<file path="config.mk">
export PLATFORM = sky130hd
export DESIGN_NAME = sram_bist_ctrl
export DESIGN_NICKNAME = d
export VERILOG_FILES = /design/src/rtl/sram_bist_ctrl.sv
export SDC_FILE = /design/constraint.sdc
export NUM_CORES = 1
export LEC_CHECK = 0
export BUFFER_PORTS_ARGS = -buffer_cell sky130_fd_sc_hd__buf_2
export CORE_UTILIZATION = 50
export DETAILED_ROUTE_END_ITERATION = 10
export PLACE_DENSITY = 0.83
export SYNTH_ARGS = -nofsm -noshare
export SYNTH_HDL_FRONTEND = slang
export SYNTH_SLANG_ARGS = --single-unit
</file>
<file path="constraint.sdc">
create_clock -name A_CLK -period 6.93 [get_ports A_CLK]
set_input_delay 1.0395 -clock A_CLK [delete_from_list [all_inputs] [get_ports A_CLK]]
set_output_delay 1.0395 -clock A_CLK [all_outputs]
set_load 0.01 [all_outputs]
</file>
<file path="src/rtl/sram_bist_ctrl.sv">
// March C- BIST controller driving the SRAM BIST port, one operation per cycle,
// with a one-stage read-compare pipeline and abort-on-first-mismatch.
`timescale 1ns/1ps
module sram_bist_ctrl #(
    parameter int P_DATA_WIDTH = 64,
    parameter int P_ADDR_WIDTH = 6
) (
    input  logic                    A_CLK,
    input  logic                    A_RST,
    input  logic                    A_START,
    input  logic [P_DATA_WIDTH-1:0] A_MEM_DOUT,
    output logic                    A_BIST_EN,
    output logic [P_ADDR_WIDTH-1:0] A_BIST_ADDR,
    output logic [P_DATA_WIDTH-1:0] A_BIST_DIN,
    output logic [P_DATA_WIDTH-1:0] A_BIST_BM,
    output logic                    A_BIST_MEN,
    output logic                    A_BIST_WEN,
    output logic                    A_BIST_REN,
    output logic                    A_BIST_CLK,
    output logic                    A_BUSY,
    output logic                    A_DONE,
    output logic                    A_FAIL,
    output logic [P_ADDR_WIDTH-1:0] A_FAIL_ADDR,
    output logic [2:0]              A_FAIL_ELEM
);

    localparam logic [P_ADDR_WIDTH-1:0] ADDR_LAST = '1;
    localparam logic [2:0]              ELEM_LAST = 3'd5;

    typedef enum logic [1:0] {IDLE, RUN, DRAIN, DONE} state_t;

    state_t                  state;
    logic [2:0]              elem;
    logic                    phase;
    logic [2:0]              nxt_elem;
    logic [P_ADDR_WIDTH-1:0] nxt_addr;
    logic                    nxt_phase;
    logic                    last_op;
    logic                    cmp_fail;

    logic                    vld_p0;
    logic [P_DATA_WIDTH-1:0] exp_p0;
    logic [P_ADDR_WIDTH-1:0] addr_p0;
    logic [2:0]              elem_p0;

    function automatic logic elem_down(input logic [2:0] e);
        return (e == 3'd3) || (e == 3'd4);
    endfunction

    function automatic logic [P_DATA_WIDTH-1:0] wr_pattern(input logic [2:0] e);
        return ((e == 3'd1) || (e == 3'd3)) ? {P_DATA_WIDTH{1'b1}} : {P_DATA_WIDTH{1'b0}};
    endfunction

    function automatic logic [P_DATA_WIDTH-1:0] rd_expect(input logic [2:0] e);
        return ((e == 3'd2) || (e == 3'd4)) ? {P_DATA_WIDTH{1'b1}} : {P_DATA_WIDTH{1'b0}};
    endfunction

    assign A_BIST_CLK = A_CLK;

    // phase 0 = read, 1 = write; M0 is write-only, M5 read-only
    always_comb begin
        nxt_elem  = elem;
        nxt_addr  = A_BIST_ADDR;
        nxt_phase = 1'b0;
        last_op   = (elem == ELEM_LAST) && (A_BIST_ADDR == ADDR_LAST);
        if (!phase && (elem != ELEM_LAST)) begin
            nxt_phase = 1'b1;
        end else if (elem_down(elem) ? (A_BIST_ADDR == '0) : (A_BIST_ADDR == ADDR_LAST)) begin
            nxt_elem = elem + 3'd1;
            nxt_addr = elem_down(elem + 3'd1) ? ADDR_LAST : '0;
        end else begin
            nxt_phase = (elem == 3'd0);
            nxt_addr  = elem_down(elem) ? A_BIST_ADDR - 1'b1 : A_BIST_ADDR + 1'b1;
        end
    end

    assign cmp_fail = vld_p0 && (A_MEM_DOUT != exp_p0) && ((state == RUN) || (state == DRAIN));

    // Stage p0: expected data, address and element of the read that just ended
    always_ff @(posedge A_CLK) begin
        exp_p0  <= rd_expect(elem);
        addr_p0 <= A_BIST_ADDR;
        elem_p0 <= elem;
    end

    always_ff @(posedge A_CLK or posedge A_RST) begin
        if (A_RST) begin
            state       <= IDLE;
            elem        <= 3'd0;
            phase       <= 1'b0;
            vld_p0      <= 1'b0;
            A_BIST_EN   <= 1'b0;
            A_BIST_ADDR <= '0;
            A_BIST_DIN  <= '0;
            A_BIST_BM   <= '0;
            A_BIST_MEN  <= 1'b0;
            A_BIST_WEN  <= 1'b0;
            A_BIST_REN  <= 1'b0;
            A_BUSY      <= 1'b0;
            A_DONE      <= 1'b0;
            A_FAIL      <= 1'b0;
            A_FAIL_ADDR <= '0;
            A_FAIL_ELEM <= 3'd0;
        end else begin
            vld_p0 <= (state == RUN) && A_BIST_REN;
            case (state)
                IDLE, DONE: begin
                    if (A_START) begin
                        state       <= RUN;
                        elem        <= 3'd0;
                        phase       <= 1'b1;
                        A_BIST_EN   <= 1'b1;
                        A_BIST_ADDR <= '0;
                        A_BIST_DIN  <= wr_pattern(3'd0);
                        A_BIST_BM   <= '1;
                        A_BIST_MEN  <= 1'b1;
                        A_BIST_WEN  <= 1'b1;
                        A_BIST_REN  <= 1'b0;
                        A_BUSY      <= 1'b1;
                        A_DONE      <= 1'b0;
                        A_FAIL      <= 1'b0;
                        A_FAIL_ADDR <= '0;
                        A_FAIL_ELEM <= 3'd0;
                    end
                end
                RUN: begin
                    if (cmp_fail || last_op) begin
                        A_BIST_DIN <= '0;
                        A_BIST_BM  <= '0;
                        A_BIST_MEN <= 1'b0;
                        A_BIST_WEN <= 1'b0;
                        A_BIST_REN <= 1'b0;
                    end
                    if (cmp_fail) begin
                        state       <= DONE;
                        A_BIST_EN   <= 1'b0;
                        A_BUSY      <= 1'b0;
                        A_DONE      <= 1'b1;
                        A_FAIL      <= 1'b1;
                        A_FAIL_ADDR <= addr_p0;
                        A_FAIL_ELEM <= elem_p0;
                    end else if (last_op) begin
                        state <= DRAIN;
                    end else begin
                        elem        <= nxt_elem;
                        phase       <= nxt_phase;
                        A_BIST_ADDR <= nxt_addr;
                        A_BIST_DIN  <= nxt_phase ? wr_pattern(nxt_elem) : '0;
                        A_BIST_BM   <= '1;
                        A_BIST_MEN  <= 1'b1;
                        A_BIST_WEN  <= nxt_phase;
                        A_BIST_REN  <= !nxt_phase;
                    end
                end
                DRAIN: begin
                    state     <= DONE;
                    A_BIST_EN <= 1'b0;
                    A_BUSY    <= 1'b0;
                    A_DONE    <= 1'b1;
                    if (cmp_fail) begin
                        A_FAIL      <= 1'b1;
                        A_FAIL_ADDR <= addr_p0;
                        A_FAIL_ELEM <= elem_p0;
                    end
                end
                default: state <= IDLE;
            endcase
        end
    end

endmodule

</file>
=== Word level (Yosys, flattened, before mapping) ===
Cells that the tools add are included.

* Output and inout port bits: 151
* Register bits after elaboration: 229
* Input bits: 67

* Mux-type cells: 60
* Reductions and logical operators: 25
* $add $sub $neg: 3
* Equality and inequality tests: 21

{| class="wikitable"
|+ Operators by type and width
! operator !! number
|-
| $mux W64 || 11
|-
| $pmux W64 S2 || 2
|-
| $ne A64 B64 Y1 || 1
|-
| $mux W6 || 8
|-
| $pmux W6 S2 || 2
|-
| $mux W1 || 18
|-
| $mux W3 || 6
|-
| $eq A3 B2 Y1 const B || 4
|-
| $pmux W3 S2 || 2
|-
| $ne A2 B2 Y1 const B || 5
|-
| $pmux W1 S2 || 5
|-
| $eq A3 B3 Y1 const B || 3
|-
| $reduce_and A2 Y1 || 4
|-
| $add A6 B1 Y6 const B || 1
|-
| $eq A6 B6 Y1 const B || 1
|-
| $logic_not A6 Y1 || 1
|-
| $logic_or A1 B1 Y1 || 6
|-
| $mux W2 || 3
|-
| $ne A3 B3 Y1 const B || 2
|-
| $pmux W1 S3 || 2
|-
| $pmux W2 S3 || 1
|-
| $sub A6 B1 Y6 const B || 1
|-
| $logic_and A1 B1 Y1 || 5
|-
| $reduce_and A5 Y1 || 1
|-
| other kinds (11) || 14
|}

=== Logic depth before layout (Yosys ltp) ===
* Word-level depth: 12
* Mapped depth: 12

==> flow_summary.toml <==
[setup_path]
rrSetupSlack_ps = 3440
r2r_cells = 7
cp.required_ps = 5890
worstSetupPathType = "clock port to primary output"
slowest_delay_ps = 130
slowest_stage = "clkbuf_16"
critPathArrivalTime_ps = 3840
critPathMostFrequentCell = "clkbuf_16"
crit_fanout = 2
endpoint_kind = "primary output"
r2r-end = "A_BIST_ADDR[3]"
crit_chain = "clkbuf_16 > clkbuf_16 > buf_2"
cp_top_family = "buffers and inverters"
startpoint_type = "clock port"
cp_num_buf_inv = 3
worstReg2RegStart = "state[0]"

[power]
finalPower_mw = 3.519
p_per_area_mw_per_mm2 = 419.9
leakagePower_nw = 4.762
ir_drop_mv = 0.3969

[grt]
grt_pass1_wl_mm = 23.19
grt_overflow = 0
grt_util_all_layers_pct = 22.95
grt_max_degree = 101
antenna_found_initial = 0
grt_pass1_vias = 4599

[die]
initial_utilization_pct = 51.59
row_count = 41
ioPinCount = 218
die_area_mm2 = 0.01354
die_h_um = 116.3
die_x_um = 116.3
design.core.area_mm2 = 0.01267

[cts]
post_cts_buffers = 0
insertion_delay_ps = 530
cts_hold_repair.buffers = 0
cts_tree = "yes"
ctsResizeCount = 0
clkTransAtPathRegs_ps = 60

[yosys]
yosys_warnings = 0
synth_area_leaders = "dfrtp_1 (60%), nand2_1 (9.5%), a21o_1 (8.0%)"
avgSynthCellArea_um2 = 10.84
synth_top_cell_area_share_pct = 59.71
async_reset_ff_share_pct = 93.98
synth-edff-count = 0
syn_inst = 603
ys_types = 40
synth_ff_type = "dfrtp_1"
yosysSeqAreaShare_pct = 62.78
synth.cell_area_mm2 = 0.006538
ys_ff_latch = 166
synth_top_area_cell = "dfrtp_1"
synth_fp_nets = 684

[drt]
wl_mm = 15.11
vias = 5113
avgRoutedWirePerCell_um = 15.20
post_drt_via_cell_ratio = 5.144
route.detailed.drc = 0
firstDrtPassIters = 5
drt_iter0_drc = 263
antenna_left = 0

[sta]
hold_violations = 0
skew_ps = 10.47
fin_tns_setup_ps = 0
rsz0062_at_grt = "no"
tightestPinTransition_ps = 980.0
finalSetupViolCount = 0
drv_slew = 0
relSlewSlack_pct = 34.66

[cells_and_area]
diodes = 0
final_cell_area_mm2 = 0.008379
finalNetCount = 890
drive_above_1_share_pct = 32.85
final-seq-area_mm2 = 0.004104
area_delta_synth_final_pct = 28.17
fill_cells = 995
multi_input_area_mm2 = 0.002245
final_cell_count_no_fill = 994
final_util_pct = 66.13

[placed_design]
place_inst = 959
dpl_cell_area_mm2 = 0.007737
hpwl_mm = 9.938
gp_congestion = 0.8034
portBuffers = 217

[status]
status = "completed"

[job]
cap_violations = 0

[min_path]
min_path_cells = 2
holdPathEnd = "A_FAIL_ADDR[3]"
hp-start = "addr_p0[3]"
hp-class = "flip-flop to flip-flop"
[cell usage in the layout, fill, tap and decap left out, types with 2 or more instances in the layout]
cell        instances
buf_2             217
nor3_1              8
dfrtp_1           156
xor2_1              3
nand2b_1            2
xnor2_1             2
nand2_1           165
a21o_1             70
a21oi_1            16
o21ai_0            15
buf_4               5
o22ai_1             4
clkinvlp_4          3
dfxtp_1            10
clkinv_4            4
o21bai_1            2
mux2_2              7
a2bb2oi_1           2
nor4_1             10
nand4_1            11
a31oi_1             3
nor2_1              8
inv_6               2
clkinv_2            4
ha_1               13
or3_1               8
nand3_1            10
clkbuf_16          20
or4_1               9
and2_1              3
and3_1              2
inv_1              11
[worst min-delay path, cell delays in order, from the launching register on]
cell and delay, ps:
dfxtp_1 300, nand2_1 40, o21ai_0 60
[power by group]
part	internal, mW	switching (mW)
clock	0.584	0.401
combinational	0.481	0.719
sequential	1.21	0.128
[metrics by stage]
| step | setup slack [ps] | hold slack, ps |
|---|---|---|
| 4_1_cts | 2049 | 437.6 |
| 3_3_place_gp | 2311 | 411.7 |
| 3_5_place_dp | 2311 | 422.2 |
| 5_1_grt | 2045 | 480.8 |
| 2_1_floorplan | 1684 | 386.1 |
| 6_report | 2053 | 436.8 |
[layout make-up]
cell class	count	share of cell area, %
Clock inverter	14	1.523
Inverter	12	0.5973
Tap cell	172	2.568
Sequential cell	166	48.98
Multi-Input combinational cell	387	26.79
Timing Repair Buffer	221	13.35
Clock buffer	22	6.197
[cells in the mapped netlist, types with 2 or more instances]
library cell and number:
a31oi_1 3, nor3_1 8, and2_1 3, nand3_1 10, buf_4 7, clkbuf_1 29
ha_1 13, a22oi_1 2, and3_1 2, nand2_1 165, xor2_1 3, nor4_1 10
nand4_1 11, or3_1 8, a21oi_1 17, nand2b_1 2, o21bai_1 2, o21ai_0 15
dfrtp_1 156, xnor2_1 2, o22ai_1 4, dfxtp_1 10, or4_1 9, mux2_2 7
nor2_1 8, buf_2 2, inv_1 12, a2bb2oi_1 2, a21o_1 70
[state kept, by name, summed over array words and instances, names as in the netlist, 2 cells and up]
name         flops
A_BIST_ADDR      6
A_BIST_BM       64
addr_p0          6
A_FAIL_ELEM      3
elem_p0          3
elem             3
state            2
A_BIST_DIN      64
A_FAIL_ADDR      6
[worst max path at each step]
stage          startpoint        endpoint  slack, ps  cells after the start
2_1_floorplan       A_RST  A_BIST_ADDR[0]       1680                      1
3_3_place_gp        A_CLK      A_BIST_CLK       2310                      1
3_5_place_dp        A_CLK      A_BIST_CLK       2310                      1
4_1_cts             A_CLK      A_BIST_CLK       2050                      3
5_1_grt             A_CLK      A_BIST_CLK       2040                      3
6_report            A_CLK      A_BIST_CLK       2050                      3
[cells by family after synthesis]
group           Yosys count  share of synthesized area [%]
flops                   166                          62.78
xor+xnor                  5                         0.6700
simple gates            237                          15.89
buf+inv                  50                          3.311
fa+ha+maj                14                          2.794
mux                       8                          1.359
compound gates          123                          13.21
[routing by layer]
metal / part of all wire, % / global-route usage [%] / routed length [µm]
met2: 49 / 36.57 / 7361
met4: 0.68 / 7.778 / 102
met5: 0 / 0 / 0
met3: 8.5 / 9.030 / 1277
met1: 42 / 28.67 / 6369
Power figures use the tool's default switching activity.
